**src/rtl/mem_pkg.sv**
```systemverilog
// Shared encodings for the M-stage load/store front end.
package mem_pkg;

  localparam logic [1:0] SZ_BYTE = 2'b00;
  localparam logic [1:0] SZ_HALF = 2'b01;
  localparam logic [1:0] SZ_WORD = 2'b10;

  typedef enum logic {
    IDLE   = 1'b0,
    RMW_WR = 1'b1
  } state_e;

  // Size 2'b11 falls into the word case.
  function automatic logic misaligned(input logic [1:0] size, input logic [1:0] off);
    case (size)
      SZ_BYTE: misaligned = 1'b0;
      SZ_HALF: misaligned = off[0];
      default: misaligned = (off != 2'b00);
    endcase
  endfunction

  function automatic logic is_subword(input logic [1:0] size);
    is_subword = (size == SZ_BYTE) || (size == SZ_HALF);
  endfunction

endpackage

```
**src/rtl/mem_access_unit_if.sv**
```systemverilog
// Pipeline-side request/response bundle of mem_access_unit.
interface mem_access_unit_if #(
  parameter int ADDR_W = 32,
  parameter int DATA_W = 32
);
  logic              req_valid;
  logic              req_we;
  logic [1:0]        req_size;
  logic              req_unsigned;
  logic [ADDR_W-1:0] req_addr;
  logic [DATA_W-1:0] req_wdata;
  logic [DATA_W-1:0] ld_data;
  logic              stall;
  logic              misalign;
  logic              misalign_flag;
  logic [ADDR_W-1:0] bad_addr;

  modport master (
    output req_valid, req_we, req_size, req_unsigned, req_addr, req_wdata,
    input  ld_data, stall, misalign, misalign_flag, bad_addr
  );

  modport slave (
    input  req_valid, req_we, req_size, req_unsigned, req_addr, req_wdata,
    output ld_data, stall, misalign, misalign_flag, bad_addr
  );
endinterface

```
**src/rtl/mem_access_unit_lane_align.sv**
```systemverilog
// Little-endian lane extract/extend and lane merge for a 32-bit word.
module lane_align
  import mem_pkg::*;
(
  input  logic [31:0] word,
  input  logic [1:0]  offset,
  input  logic [1:0]  size,
  input  logic        uns,
  input  logic [31:0] data,
  output logic [31:0] ext,
  output logic [31:0] merged
);

  logic [7:0]  b;
  logic [15:0] h;

  always_comb begin
    b      = word[{offset, 3'b000} +: 8];
    h      = offset[1] ? word[31:16] : word[15:0];
    ext    = word;
    merged = data;
    case (size)
      SZ_BYTE: begin
        ext    = {{24{~uns & b[7]}}, b};
        merged = word;
        merged[{offset, 3'b000} +: 8] = data[7:0];
      end
      SZ_HALF: begin
        ext    = {{16{~uns & h[15]}}, h};
        merged = word;
        merged[{offset[1], 4'b0000} +: 16] = data[15:0];
      end
      default: begin
        ext    = word;
        merged = data;
      end
    endcase
  end

endmodule

```
**src/rtl/mem_access_unit.sv**
```systemverilog
// Byte/half/word load-store front end over a word-only memory, with
// read-modify-write for sub-word stores and sticky misalign capture.
module mem_access_unit
  import mem_pkg::*;
#(
  parameter int ADDR_W = 32,
  parameter int DATA_W = 32
) (
  input  logic              clk,
  input  logic              clrn,
  mem_access_unit_if.slave  pipe,
  output logic              mwmem,
  output logic [ADDR_W-1:0] mr,
  output logic [DATA_W-1:0] mqb,
  input  logic [DATA_W-1:0] mdo
);

  state_e            state;
  logic [DATA_W-1:0] lat_word;
  logic [ADDR_W-1:0] lat_addr;
  logic              flag_q;
  logic [ADDR_W-1:0] bad_q;

  logic              mis;
  logic              rmw_start;
  logic [ADDR_W-1:0] word_addr;
  logic [DATA_W-1:0] ld_ext;
  logic [DATA_W-1:0] st_merged;
  logic [DATA_W-1:0] ld_merged_unused;
  logic [DATA_W-1:0] st_ext_unused;
  logic              lint_unused;

  lane_align u_load (
    .word   (mdo),
    .offset (pipe.req_addr[1:0]),
    .size   (pipe.req_size),
    .uns    (pipe.req_unsigned),
    .data   ('0),
    .ext    (ld_ext),
    .merged (ld_merged_unused)
  );

  lane_align u_store (
    .word   (mdo),
    .offset (pipe.req_addr[1:0]),
    .size   (pipe.req_size),
    .uns    (1'b1),
    .data   (pipe.req_wdata),
    .ext    (st_ext_unused),
    .merged (st_merged)
  );

  assign lint_unused = ^{ld_merged_unused, st_ext_unused};

  assign word_addr = {pipe.req_addr[ADDR_W-1:2], 2'b00};
  assign mis       = (state == IDLE) && pipe.req_valid
                     && misaligned(pipe.req_size, pipe.req_addr[1:0]);
  assign rmw_start = (state == IDLE) && pipe.req_valid && pipe.req_we && !mis
                     && is_subword(pipe.req_size);

  // Memory strobes decode from state and inputs so an async reset kills a pending write.
  always_comb begin
    mwmem        = 1'b0;
    mr           = word_addr;
    mqb          = pipe.req_wdata;
    pipe.stall   = 1'b0;
    pipe.ld_data = '0;
    pipe.misalign = mis;
    if (state == RMW_WR) begin
      mwmem = 1'b1;
      mr    = lat_addr;
      mqb   = lat_word;
    end else if (pipe.req_valid && !mis) begin
      if (!pipe.req_we)      pipe.ld_data = ld_ext;
      else if (rmw_start)    pipe.stall   = 1'b1;
      else                   mwmem        = 1'b1;
    end
  end

  assign pipe.misalign_flag = flag_q;
  assign pipe.bad_addr      = bad_q;

  always_ff @(posedge clk or negedge clrn) begin
    if (!clrn) begin
      state    <= IDLE;
      lat_word <= '0;
      lat_addr <= '0;
      flag_q   <= 1'b0;
      bad_q    <= '0;
    end else begin
      case (state)
        IDLE: begin
          if (rmw_start) begin
            lat_word <= st_merged;
            lat_addr <= word_addr;
            state    <= RMW_WR;
          end
        end
        RMW_WR:  state <= IDLE;
        default: state <= IDLE;
      endcase
      if (mis && !flag_q) begin
        flag_q <= 1'b1;
        bad_q  <= pipe.req_addr;
      end
    end
  end

endmodule

```
**src/flat_wrapper.sv**
```systemverilog
// flat-port wrapper written by rule: the top's interface ports become plain ports
module mem_access_unit_flat import mem_pkg::*;
#(
  parameter int ADDR_W = 32,
  parameter int DATA_W = 32
)
  (clk, clrn, mwmem, mr, mqb, mdo, pipe_req_valid, pipe_req_we, pipe_req_size, pipe_req_unsigned, pipe_req_addr, pipe_req_wdata, pipe_ld_data, pipe_stall, pipe_misalign, pipe_misalign_flag, pipe_bad_addr);
  mem_access_unit_if #(.ADDR_W(ADDR_W), .DATA_W(DATA_W)) pipe_i ();
  input  logic clk;
  input  logic clrn;
  output logic mwmem;
  output logic [ADDR_W-1:0] mr;
  output logic [DATA_W-1:0] mqb;
  input  logic [DATA_W-1:0] mdo;
  input wire logic [$bits(pipe_i.req_valid)-1:0] pipe_req_valid;
  input wire logic [$bits(pipe_i.req_we)-1:0] pipe_req_we;
  input wire logic [$bits(pipe_i.req_size)-1:0] pipe_req_size;
  input wire logic [$bits(pipe_i.req_unsigned)-1:0] pipe_req_unsigned;
  input wire logic [$bits(pipe_i.req_addr)-1:0] pipe_req_addr;
  input wire logic [$bits(pipe_i.req_wdata)-1:0] pipe_req_wdata;
  output wire logic [$bits(pipe_i.ld_data)-1:0] pipe_ld_data;
  output wire logic [$bits(pipe_i.stall)-1:0] pipe_stall;
  output wire logic [$bits(pipe_i.misalign)-1:0] pipe_misalign;
  output wire logic [$bits(pipe_i.misalign_flag)-1:0] pipe_misalign_flag;
  output wire logic [$bits(pipe_i.bad_addr)-1:0] pipe_bad_addr;
  assign pipe_i.req_valid = pipe_req_valid;
  assign pipe_i.req_we = pipe_req_we;
  assign pipe_i.req_size = pipe_req_size;
  assign pipe_i.req_unsigned = pipe_req_unsigned;
  assign pipe_i.req_addr = pipe_req_addr;
  assign pipe_i.req_wdata = pipe_req_wdata;
  assign pipe_ld_data = pipe_i.ld_data;
  assign pipe_stall = pipe_i.stall;
  assign pipe_misalign = pipe_i.misalign;
  assign pipe_misalign_flag = pipe_i.misalign_flag;
  assign pipe_bad_addr = pipe_i.bad_addr;
  mem_access_unit #(.ADDR_W(ADDR_W), .DATA_W(DATA_W)) u_core (.clk(clk), .clrn(clrn), .pipe(pipe_i), .mwmem(mwmem), .mr(mr), .mqb(mqb), .mdo(mdo));
endmodule
```
**config.mk**
```make
export PLATFORM = sky130hd
export DESIGN_NAME = mem_access_unit_flat
export DESIGN_NICKNAME = d
export VERILOG_FILES = /design/src/rtl/mem_pkg.sv /design/src/rtl/mem_access_unit_if.sv /design/src/rtl/mem_access_unit_lane_align.sv /design/src/rtl/mem_access_unit.sv /design/src/flat_wrapper.sv
export SDC_FILE = /design/constraint.sdc
export NUM_CORES = 1
export LEC_CHECK = 0
export ABC_AREA = 1
export BUFFER_PORTS_ARGS = -buffer_cell sky130_fd_sc_hd__buf_2
export CAP_MARGIN = 20
export CORE_MARGIN = 2
export CORE_UTILIZATION = 36
export DETAILED_ROUTE_END_ITERATION = 8
export HOLD_SLACK_MARGIN = 0.15
export PLACE_DENSITY = 0.68
export SYNTH_ARGS = -nofsm -noshare
export SYNTH_HDL_FRONTEND = slang
export SYNTH_SLANG_ARGS = --single-unit
export TNS_END_PERCENT = 50
```
**constraint.sdc**
```tcl
create_clock -name clk -period 4.1 [get_ports clk]
set_clock_uncertainty 0.05 [all_clocks]
set_input_delay 1.23 -clock clk [delete_from_list [all_inputs] [get_ports clk]]
set_output_delay 1.23 -clock clk [all_outputs]
set_load 0.01 [all_outputs]
```
==> summary.txt <==
Floorplanning
  – Die H: approximately 140 um
  – Die area: 0.02041 sq mm
  – DIE WIDTH: 142.9 um
  – Core Rows: 50
  – Core area: 0.01883 sq mm
  – Starting density of the core: 0.3687
  – # IOs: 235

Layout
  – Layout cell share with drive strength beyond 1: 0.2172
  – Area grow syn2layout: 22.60%
  – Final instance area: 0.008512 sq mm
  – Post-layout net count: 1429

Placement
  – Placer Congestion: 0.9656
  – DPL Wire Length: 17230 um
  – I/O Buffers: 232
  – Dpl cell area: between 0.008 and 0.009 sq mm

Setup path
  – R2r endpoint: u_core.lat_word[15]
  – Worst Reg-to-Reg Cells: 10
  – Worst path bufs/invs: 5
  – CP max FO: 32
  – Crit start category: input pin
  – Top Family by Delay on Critical Path: buffers and inverters
  – Critical path endpoint category: output port
  – Crit path cell chain: buf_2 -> inv_2 -> ha_1 -> inv_1 -> nand2_1 -> nand2_4 -> nor2_2 -> buf_12 -> o21ai_0 -> a21oi_1 -> buf_2
  – Slowest stage delay, CP: about 0.19 ns
  – Setup crit start: pipe_req_addr[1]
  – R2r setup slk: roughly 1.7 ns
  – Critical Path AT: 2.60 ns
  – Instance count on the critical path: 11
  – Req. time, crit path: 2.82 ns
  – Highest-delay cell along the critical path: buf_12
  – Critical path class: in -> out
  – Most common cell on crit path: buf_2
  – Reg-to-Reg Start: u_core.state
  – Critical path endpoint: pipe_ld_data[9]

STA
  – Tmin final: 3.884 ns
  – RSZ-0062 raised after global routing: no
  – Max-slew headroom: 0.3289
  – F_max: 0.2575 GHz
  – Tightest Pin Transition: around 1.0 ns
  – Final Hold Vio Count: 0
  – Sum Neg Setup Slack: 0 ns
  – Final worst-path cycle share: 0.9473
  – Setup violations, final: 0
  – Max Transition Viols Final: 0

Global route
  – Vias in the first global route: 6999
  – Initial antenna violation count: 2
  – GRT overflow: 0
  – Largest net degree at the start of global routing: approximately 100
  – Total track usage: 0.2289
  – First-pass GRT wire length: 36990 um

Power and ir drop
  – Share of total power in combinational logic: 0.285
  – Clock Power Share: 0.290
  – P_int: 1.924 mW
  – Switching share of power: 0.3545
  – Seq pwr share: 0.425
  – Max VDD drop: 0.2005 mV
  – Leak: 4.812 nW
  – Psw: 1.057 mW
  – Pwr Density: approximately 350 mW/mm^2

Yosys
  – Cells after Synth: between 1000 and 1500
  – Area leader, netlist: dfrtp_1
  – #FFs+latches synth: 96
  – Post-Syn Area: 0.006943 sq mm
  – Synth Warn #: 0
  – Synth async-reset ratio: 1.000
  – Synth top cells by count: nand2_1, o21ai_0, inv_1
  – Netlist cell types: 26
  – Count leader, synth: nand2_1
  – Post-synthesis sequential area ratio: 0.3460
  – Ranking of synthesized cells by area: dfrtp_1, nand2_1, o21ai_0
  – Share of the synthesized area in the top cell type: 0.3460
  – EDFF count, synth: 0
  – Syn Area/Cell: 6.139 sq um
  – Ys flop type: dfrtp_1

Clock network
  – CTS tree: yes
  – Clk_lat worst skew: 0.35 ns
  – Post-CTS setup buffers: 0
  – Clk root buf: clkbuf_16
  – Clock sinks: 96
  – Clk buf depth: 2
  – Clk pin slew, worst setup/hold paths: 0.07 ns
  – Num CTS Buffers: 9
  – CTS H-tree lvls: 3

Run
  – # Max-Cap Violations: 0

Detailed routing
  – DRT Pass-1 Iters: 6
  – Iter 0 DRT Violations: 542
  – Average routed wire per standard cell: about 15 um
  – Antenna-violating nets left: 0
  – Vias: about 7700
  – Residual DRC count: 0
  – Final wirelength: 23290 um
  – Drt via density: 4.878

Hold path
  – Min-Delay Path Class: reg -> reg

Outcome
  – Status: finished clean
==> cell usage in the layout, fill, tap and decap left out, drive strengths merged <==
cell    netlist  layout
nand2       504     504
buf          55     254
o21ai       132     132
inv         111     115
dfrtp        96      96
a21oi        77      77
nor2         60      60
nand3        37      37
o211ai       22      22
clkbuf       21       9
nand4         8       8
ha            5       5
clkinv        0       3
conb          1       2
diode         0       1
or2           1       1
nand3b        1       1
==> cells by family after synthesis <==
| kind of cell | synth area share |
|---|---|
| AOI/OAI and AO/OA | 0.1744 |
| other | 0.0005401 |
| DFF | 0.3460 |
| and+or+nand+nor | 0.3476 |
| buffers and inverters | 0.1224 |
| adders and majority gates | 0.009011 |
==> routing by layer <==
metal  up-vias  global-route usage  share of wire
li1       3925                   -              -
met1      3487              0.3132           0.45
met2       298              0.3720           0.46
met3        30             0.04225          0.072
met4         2             0.06201          0.017
met5         -                   0        0.00056
==> repair_timing <==
action / in CTS / in global routing
hold buffers: 0 / 0
resized for setup: 0 / 1
endpoints found under the setup margin: 0 / 5
==> sequential cells by signal, summed over array words and instances, names as in the netlist <==
name,flops
u_core.lat_addr,30
u_core.lat_word,32
u_core.pipe.bad_addr,32
u_core.state,1
u_core.pipe.misalign_flag,1
==> per-stage QoR <==
step	total power [mW]	std cells	setup slack, ns	hold slack, ns	util
detailed placement	2.133	1570	0.1693	0.4032	0.4353
floorplan	1.777	1132	0.02668	0.3987	-
CTS	3.012	1586	0.1609	0.4214	0.4516
global placement	2.117	1570	0.1823	0.3991	0.4353
global route	3.197	1586	0.1037	0.4371	0.4519
finish	2.981	1587	0.2159	0.4189	0.4520
==> final cells by class <==
cell class / instances / area (sq um)
inverters: 111 / 421.7
clock inverters: 7 / 81.33
flip-flops and latches: 96 / 2402
diodes: 1 / 2.502
repair buffers: 254 / 1354
multi-input cells: 849 / 3700
clock buffers: 9 / 225.2
well taps: 260 / 325.3
fillers: 2028 / 10320
==> power by group through the flow <==
stage | combinational (mW) | clock [mW] | sequential [mW]
5_1_grt | 0.973 | 0.933 | 1.29
3_3_place_gp | 0.837 | 0 | 1.28
4_1_cts | 0.855 | 0.890 | 1.27
6_report | 0.849 | 0.865 | 1.27
2_1_floorplan | 0.467 | 0 | 1.31
3_5_place_dp | 0.851 | 0 | 1.28
==> worst min-delay path by stage <==
stage | from | to | slack, ns | cells past startpoint
floorplan | u_core.lat_word[30] | u_core.lat_word[30] | 0.40 | 2
global route | u_core.pipe.bad_addr[29] | u_core.pipe.bad_addr[29] | 0.44 | 2
detailed placement | u_core.pipe.bad_addr[3] | u_core.pipe.bad_addr[3] | 0.40 | 2
finish | u_core.pipe.bad_addr[8] | u_core.pipe.bad_addr[8] | 0.42 | 2
CTS | u_core.pipe.bad_addr[3] | u_core.pipe.bad_addr[3] | 0.42 | 2
global placement | u_core.pipe.bad_addr[2] | u_core.pipe.bad_addr[2] | 0.40 | 2
==> worst min-delay path, cell delays in order, from the launching register on <==
cell and delay [ns]:
dfrtp_1 0.34, nand2_1 0.05, nand2_1 0.05
Power figures use the tool's default switching activity.
